[config.mk]
export PLATFORM = sky130hd
export DESIGN_NAME = sequential_subtractor_flat
export DESIGN_NICKNAME = d
export VERILOG_FILES = /design/src/rtl/seq_arith_pkg.sv /design/src/rtl/sequential_subtractor_if.sv /design/src/rtl/subtractor_1bit.sv /design/src/rtl/sequential_subtractor.sv /design/src/flat_wrapper.sv
export SDC_FILE = /design/constraint.sdc
export NUM_CORES = 1
export LEC_CHECK = 0
export ABC_AREA = 1
export CELL_PAD_IN_SITES_DETAIL_PLACEMENT = 1
export CELL_PAD_IN_SITES_GLOBAL_PLACEMENT = 1
export CORE_MARGIN = 4
export CORE_UTILIZATION = 37
export DETAILED_ROUTE_END_ITERATION = 12
export GPL_ROUTABILITY_DRIVEN = 0
export PLACE_DENSITY = 0.89
export RECOVER_POWER = 50
export SLEW_MARGIN = 20
export SYNTH_ARGS = -nofsm -noshare
export SYNTH_HDL_FRONTEND = slang
export SYNTH_SLANG_ARGS = --single-unit
[constraint.sdc]
create_clock -name clk -period 1.56 [get_ports clk]
set_input_delay 0.234 -clock clk [delete_from_list [all_inputs] [get_ports clk]]
set_output_delay 0.234 -clock clk [all_outputs]
set_load 0.02 [all_outputs]
[src/rtl/seq_arith_pkg.sv]
// Shared definitions for the bit-serial arithmetic blocks (sequential adder
// and sequential subtractor): FSM state encoding and counter sizing.
package seq_arith_pkg;

    // State encoding shared by every sequential arithmetic unit, so traces
    // of the adder and subtractor read the same way.
    localparam logic [1:0] ST_IDLE = 2'd0;
    localparam logic [1:0] ST_RUN  = 2'd1;
    localparam logic [1:0] ST_DONE = 2'd2;

    typedef enum logic [1:0] {
        S_IDLE = ST_IDLE,
        S_RUN  = ST_RUN,
        S_DONE = ST_DONE
    } seq_state_e;

    // Bit-counter width: indexes bits 0..width-1, never narrower than 1.
    function automatic int cnt_width(input int width);
        return (width > 2) ? $clog2(width) : 1;
    endfunction

endpackage

[src/rtl/sequential_subtractor_if.sv]
// Operand/result bundle for the sequential subtractor.
// Optional feature macro: SEQ_SUB_OVF_EN adds the signed-overflow flag ovf.
interface sequential_subtractor_if #(parameter int DWIDTH = 8);

    logic [DWIDTH-1:0] in1;
    logic [DWIDTH-1:0] in2;
    logic              ivalid;
    logic [DWIDTH-1:0] Diff;
    logic              Borrow;
    logic              ovalid;
    logic              busy;
`ifdef SEQ_SUB_OVF_EN
    logic              ovf;

    modport master (output in1, in2, ivalid,
                    input  Diff, Borrow, ovalid, busy, ovf);
    modport slave  (input  in1, in2, ivalid,
                    output Diff, Borrow, ovalid, busy, ovf);
`else
    modport master (output in1, in2, ivalid,
                    input  Diff, Borrow, ovalid, busy);
    modport slave  (input  in1, in2, ivalid,
                    output Diff, Borrow, ovalid, busy);
`endif

endinterface

[src/rtl/subtractor_1bit.sv]
// One-bit subtract cell: combinational difference plus the registered borrow
// that carries from one serial bit to the next.
module subtractor_1bit (
    input  logic clk,
    input  logic rst,
    input  logic clr,     // start of a new operation: borrow-in becomes 0
    input  logic en,      // a bit is being processed this cycle
    input  logic a,
    input  logic b,
    output logic d,
    output logic borrow   // borrow-in for the current bit / final borrow out
);

    logic bout;

    assign d    = a ^ b ^ borrow;
    assign bout = (~a & b) | (~(a ^ b) & borrow);

    // Borrow flop: cleared per operation, advanced once per processed bit,
    // otherwise held so the final borrow stays visible after the run.
    // NOTE: state updates use non-blocking assignments so every flop samples
    // pre-edge values regardless of block ordering.
    always_ff @(posedge clk or posedge rst) begin
        if (rst)
            borrow <= 1'b0;
        else if (clr)
            borrow <= 1'b0;
        else if (en)
            borrow <= bout;
    end

endmodule

[src/rtl/sequential_subtractor.sv]
// Bit-serial unsigned subtractor: Diff = in1 - in2, LSB first, one bit per
// clock, with parallel load / ovalid pulse / busy handshake.
// Optional feature macro: SEQ_SUB_OVF_EN (signed overflow flag ovf).
module sequential_subtractor
    import seq_arith_pkg::*;
#(
    parameter int DWIDTH = 8
) (
    input  logic                   clk,
    input  logic                   rst,
    sequential_subtractor_if.slave bus
);

    localparam int CNT_W = cnt_width(DWIDTH);
    localparam logic [CNT_W-1:0] LAST_BIT = CNT_W'(DWIDTH - 1);

    seq_state_e        state;
    logic [CNT_W-1:0]  cnt;
    logic              busy_q;
    logic              ovalid_q;
    logic [DWIDTH-1:0] a_q;
    logic [DWIDTH-1:0] b_q;
    logic [DWIDTH-1:0] diff_q;
    logic              d_bit;
    logic              borrow_q;

    logic accept;
    logic run;
    logic last_bit;

    assign accept   = (state == S_IDLE) && bus.ivalid;
    assign run      = (state == S_RUN);
    assign last_bit = run && (cnt == LAST_BIT);

    subtractor_1bit u_cell (
        .clk    (clk),
        .rst    (rst),
        .clr    (accept),
        .en     (run),
        .a      (a_q[0]),
        .b      (b_q[0]),
        .d      (d_bit),
        .borrow (borrow_q)
    );

    // Control FSM with registered busy/ovalid; ivalid outside IDLE is ignored.
    always_ff @(posedge clk or posedge rst) begin
        if (rst) begin
            state    <= S_IDLE;
            cnt      <= '0;
            busy_q   <= 1'b0;
            ovalid_q <= 1'b0;
        end else begin
            case (state)
                S_IDLE: begin
                    ovalid_q <= 1'b0;
                    if (bus.ivalid) begin
                        state  <= S_RUN;
                        cnt    <= '0;
                        busy_q <= 1'b1;
                    end
                end
                S_RUN: begin
                    if (last_bit) begin
                        state    <= S_DONE;
                        ovalid_q <= 1'b1;
                    end else begin
                        cnt <= cnt + 1'b1;
                    end
                end
                S_DONE: begin
                    state    <= S_IDLE;
                    ovalid_q <= 1'b0;
                    busy_q   <= 1'b0;
                end
                default: begin
                    state    <= S_IDLE;
                    busy_q   <= 1'b0;
                    ovalid_q <= 1'b0;
                end
            endcase
        end
    end

    // Operand and result shift registers: load on accept, shift during RUN,
    // hold otherwise so Diff stays stable from DONE until the next accept.
    always_ff @(posedge clk or posedge rst) begin
        if (rst) begin
            a_q    <= '0;
            b_q    <= '0;
            diff_q <= '0;
        end else if (accept) begin
            a_q    <= bus.in1;
            b_q    <= bus.in2;
            diff_q <= '0;
        end else if (run) begin
            a_q    <= {1'b0, a_q[DWIDTH-1:1]};
            b_q    <= {1'b0, b_q[DWIDTH-1:1]};
            diff_q <= {d_bit, diff_q[DWIDTH-1:1]};
        end
    end

    assign bus.Diff   = diff_q;
    assign bus.Borrow = borrow_q;
    assign bus.ovalid = ovalid_q;
    assign bus.busy   = busy_q;

`ifdef SEQ_SUB_OVF_EN
    logic a_msb;
    logic b_msb;
    logic ovf_q;

    // Signed overflow: operand signs captured on accept, decided when the
    // result MSB is produced on the last serial bit.
    always_ff @(posedge clk or posedge rst) begin
        if (rst) begin
            a_msb <= 1'b0;
            b_msb <= 1'b0;
            ovf_q <= 1'b0;
        end else if (accept) begin
            a_msb <= bus.in1[DWIDTH-1];
            b_msb <= bus.in2[DWIDTH-1];
            ovf_q <= 1'b0;
        end else if (last_bit) begin
            ovf_q <= (a_msb != b_msb) && (d_bit != a_msb);
        end
    end

    assign bus.ovf = ovf_q;
`endif

endmodule

[src/flat_wrapper.sv]
// flat-port wrapper written by rule: the top's interface ports become plain ports
module sequential_subtractor_flat import seq_arith_pkg::*;
#(
    parameter int DWIDTH = 8
)
  (clk, rst, bus_in1, bus_in2, bus_ivalid, bus_Diff, bus_Borrow, bus_ovalid, bus_busy);
  sequential_subtractor_if #(.DWIDTH(DWIDTH)) bus_i ();
  input  logic clk;
  input  logic rst;
  input wire logic [$bits(bus_i.in1)-1:0] bus_in1;
  input wire logic [$bits(bus_i.in2)-1:0] bus_in2;
  input wire logic [$bits(bus_i.ivalid)-1:0] bus_ivalid;
  output wire logic [$bits(bus_i.Diff)-1:0] bus_Diff;
  output wire logic [$bits(bus_i.Borrow)-1:0] bus_Borrow;
  output wire logic [$bits(bus_i.ovalid)-1:0] bus_ovalid;
  output wire logic [$bits(bus_i.busy)-1:0] bus_busy;
  assign bus_i.in1 = bus_in1;
  assign bus_i.in2 = bus_in2;
  assign bus_i.ivalid = bus_ivalid;
  assign bus_Diff = bus_i.Diff;
  assign bus_Borrow = bus_i.Borrow;
  assign bus_ovalid = bus_i.ovalid;
  assign bus_busy = bus_i.busy;
  sequential_subtractor #(.DWIDTH(DWIDTH)) u_core (.clk(clk), .rst(rst), .bus(bus_i));
endmodule
==> flow_summary.toml <==
[pwr]
ir_worst_vdd_uv = 978
clkPwrFrac_pct = 16.9
p_comb_share_pct = 41.6
p_sw_uw = 1380
power.density_mw_per_mm2 = 1900
intPower_uw = 2090
swShare_pct = 39.8
leakagePower_uw = 0.000899
seqPwrFrac_pct = 41.5

[synth]
synth_top_cell_by_area = "dfrtp_1"
synth_warnings = 0
syn-cell-area_mm2 = 0.00142
synth.top_cells.by_area = "dfrtp_1 (56%), nand2_1 (17%), nand3_1 (12%)"
synth_nets = 183
synth_top_area_share_pct = 56.4
synth-seq-area-share_pct = 56.4
syn_avg_cell_area_um2 = 8.82
synth-seq-cells = 32
syn_inst = 161
yosysUniqueCellTypes = 17

[critical_path]
critical_path_arrival_ns = 1.27
start_kind = "flop"
slowest_delay_ns = 0.62
crit_family = "buffers and inverters"
worst-path-buf-inv = 1
slowest_stage = "clkdlybuf4s50_1"
cp-end-kind = "primary output"
path_cells = "clkdlybuf4s50_1"
worst-setup-path-type = "reg2out"
worstPathMaxFanout = 3
worst-endpoint-required_ns = 1.33

[floorplan]
fp.dieH_um = 70.0
io_pins = 30
fp-row-count = 22
dieArea_mm2 = 0.00489
initial_utilization_pct = 38.5
core-area_mm2 = 0.00369
die_width_um = 70.0

[drt]
first_pass_iters = 4
vias = 1158
drtAntennaViolNets = 0
drt_iter0_drc = 71
viasPerCell = 4.79
post_drt_wl_per_cell_um = 13.6
routed_wl_um = 3300
drc = 0

[cells_and_area]
insertedDiodeCount = 0
nFillCells = 447
drive_gt1_share_pct = 7.73
syn_to_final_growth_pct = 28.7
layout.nets = 216

[cts]
cts_tree = "yes"
clock_sinks = 32
cts.clk_slew.worst_paths_ns = 0.06
clock_path_buffers = 2
cts_hold_buf = 0
cts_setup_buffers = 0
clockRootBuffer = "clkbuf_8"
htreeDepth = 2
numCtsBuffers = 5
insertion_delay_ns = 0.28

[status]
run_status = "finished clean"

[sta]
timing.final.ws_setup_ns = 0.0598
hold_viol_final = 0
worst_clock_skew_ns = 0.00362
min_period_ns = 1.50
rsz0062_at_grt = "no"
fin_tns_setup_ns = 0
finalCritPeriodShare_pct = 96.2
setup_viol_count_final = 0
fmax_mhz = 667
worst_pin_slew_ns = 0.777
slew_viol_final = 0
max_slew_margin_pct = 48.2

[global_routing]
grt_pass1_wl_um = 5640
grt_pass1_vias = 1227
grt_max_degree = 33
grt_use_total_pct = 14.6
overflow = 0
antenna_found_initial = 0

[min_path]
hold_path.class = "reg2reg"

[place]
post-dp-hpwl_um = 2310
port_buffers = 29
pre_cts_ws_ns = 0.126

[run]
cap_viol_max_count = 0
==> timing repair <==
action,CTS,global route
endpoints found under the hold margin,0,0
endpoints found under the setup margin,0,3
resized for setup,0,3
==> metrics by stage <==
step | instance area [µm²] | total power [µW] | hold WS (ns) | util (%) | instances
after floorplan | 1420 | 2370 | 0.350 | - | 161
after global placement | 1760 | 2820 | 0.453 | 47.8 | 235
after detailed placement | 1760 | 2940 | 0.464 | 47.8 | 235
after CTS | 1840 | 3560 | 0.349 | 49.9 | 242
after global routing | 1830 | 3770 | 0.513 | 49.6 | 242
final | 1830 | 3480 | 0.474 | 49.6 | 242
==> kinds of logic after synthesis <==
family | share of synthesized area (%)
buffers and inverters | 6.08
AND/OR/NAND/NOR | 32.5
flip-flops | 56.4
AO/OA/AOI/OAI | 1.85
adder cells (fa/ha/maj) | 3.17
==> layout make-up <==
cell class	count	area (µm²)	share of cell area, %
Sequential cell	32	802	43.9
Multi-Input combinational cell	113	533	29.2
Timing Repair Buffer	34	325	17.8
Clock buffer	6	72.6	3.97
Tap cell	48	60.1	3.29
Inverter	8	30.0	1.64
Clock inverter	1	5.00	0.274
==> metal layers <==
layer	vias to the layer above	part of all wire [%]	global-route usage [%]
met5	-	0	0
met4	0	1.7	5.74
met3	7	5.3	5.04
met2	28	49	24.9
met1	546	44	16.8
li1	577	-	-
==> registers in the layout (all words and copies together), names as in the netlist <==
| register | cells |
|---|---|
| u_core.a_q | 8 |
| u_core.b_q | 8 |
| u_core.bus.Diff | 8 |
| u_core.bus.busy | 1 |
| u_core.bus.ovalid | 1 |
| u_core.cnt | 3 |
| u_core.state | 2 |
| u_core.u_cell.borrow | 1 |
==> power by group through the flow <==
stage	Clock (µW)	Combinational, µW	Sequential, µW
finish	587	1450	1440
global route	649	1630	1490
CTS	609	1510	1440
detailed placement	0	1490	1450
global placement	0	1400	1430
floorplan	0	844	1530
==> cells in the mapped netlist (all sizes together) <==
cell type,instances
buf,8
fa,1
nand2,64
a21oi,1
nor2,6
dfrtp,32
inv,8
o21ai,2
nand3,34
nand4,3
ha,2
==> placed cells by master (no fill, tap or decap) <==
cell type	n
fa_1	1
dfrtp_2	1
nand3_1	34
dfrtp_1	31
buf_4	3
nor2_2	1
o21ai_4	1
nand4_1	3
clkbuf_8	5
a21oi_1	1
nor2_1	4
clkbuf_2	1
nand2_1	64
clkbuf_1	3
buf_12	1
clkinv_2	1
ha_1	2
clkdlybuf4s50_1	26
o21ai_0	1
nor2_4	1
dlygate4sd3_1	1
inv_1	8
==> worst paths after layout <==
path	from	to	slack [ns]	depth (start not counted)
setup reg to reg	u_core.cnt[0]	u_core.cnt[1]	0.12	6
min in group asynchronous	rst	u_core.bus.ovalid	0.61	3
hold / removal	u_core.bus.Diff[0]	u_core.bus.Diff[0]	0.47	2
hold reg to reg	u_core.bus.Diff[0]	u_core.bus.Diff[0]	0.47	2
setup / recovery	u_core.bus.Diff[2]	bus_Diff[2]	0.06	1
max in group asynchronous	rst	u_core.state[0]	0.42	3
Note: power is estimated with default switching activity, not from simulation.
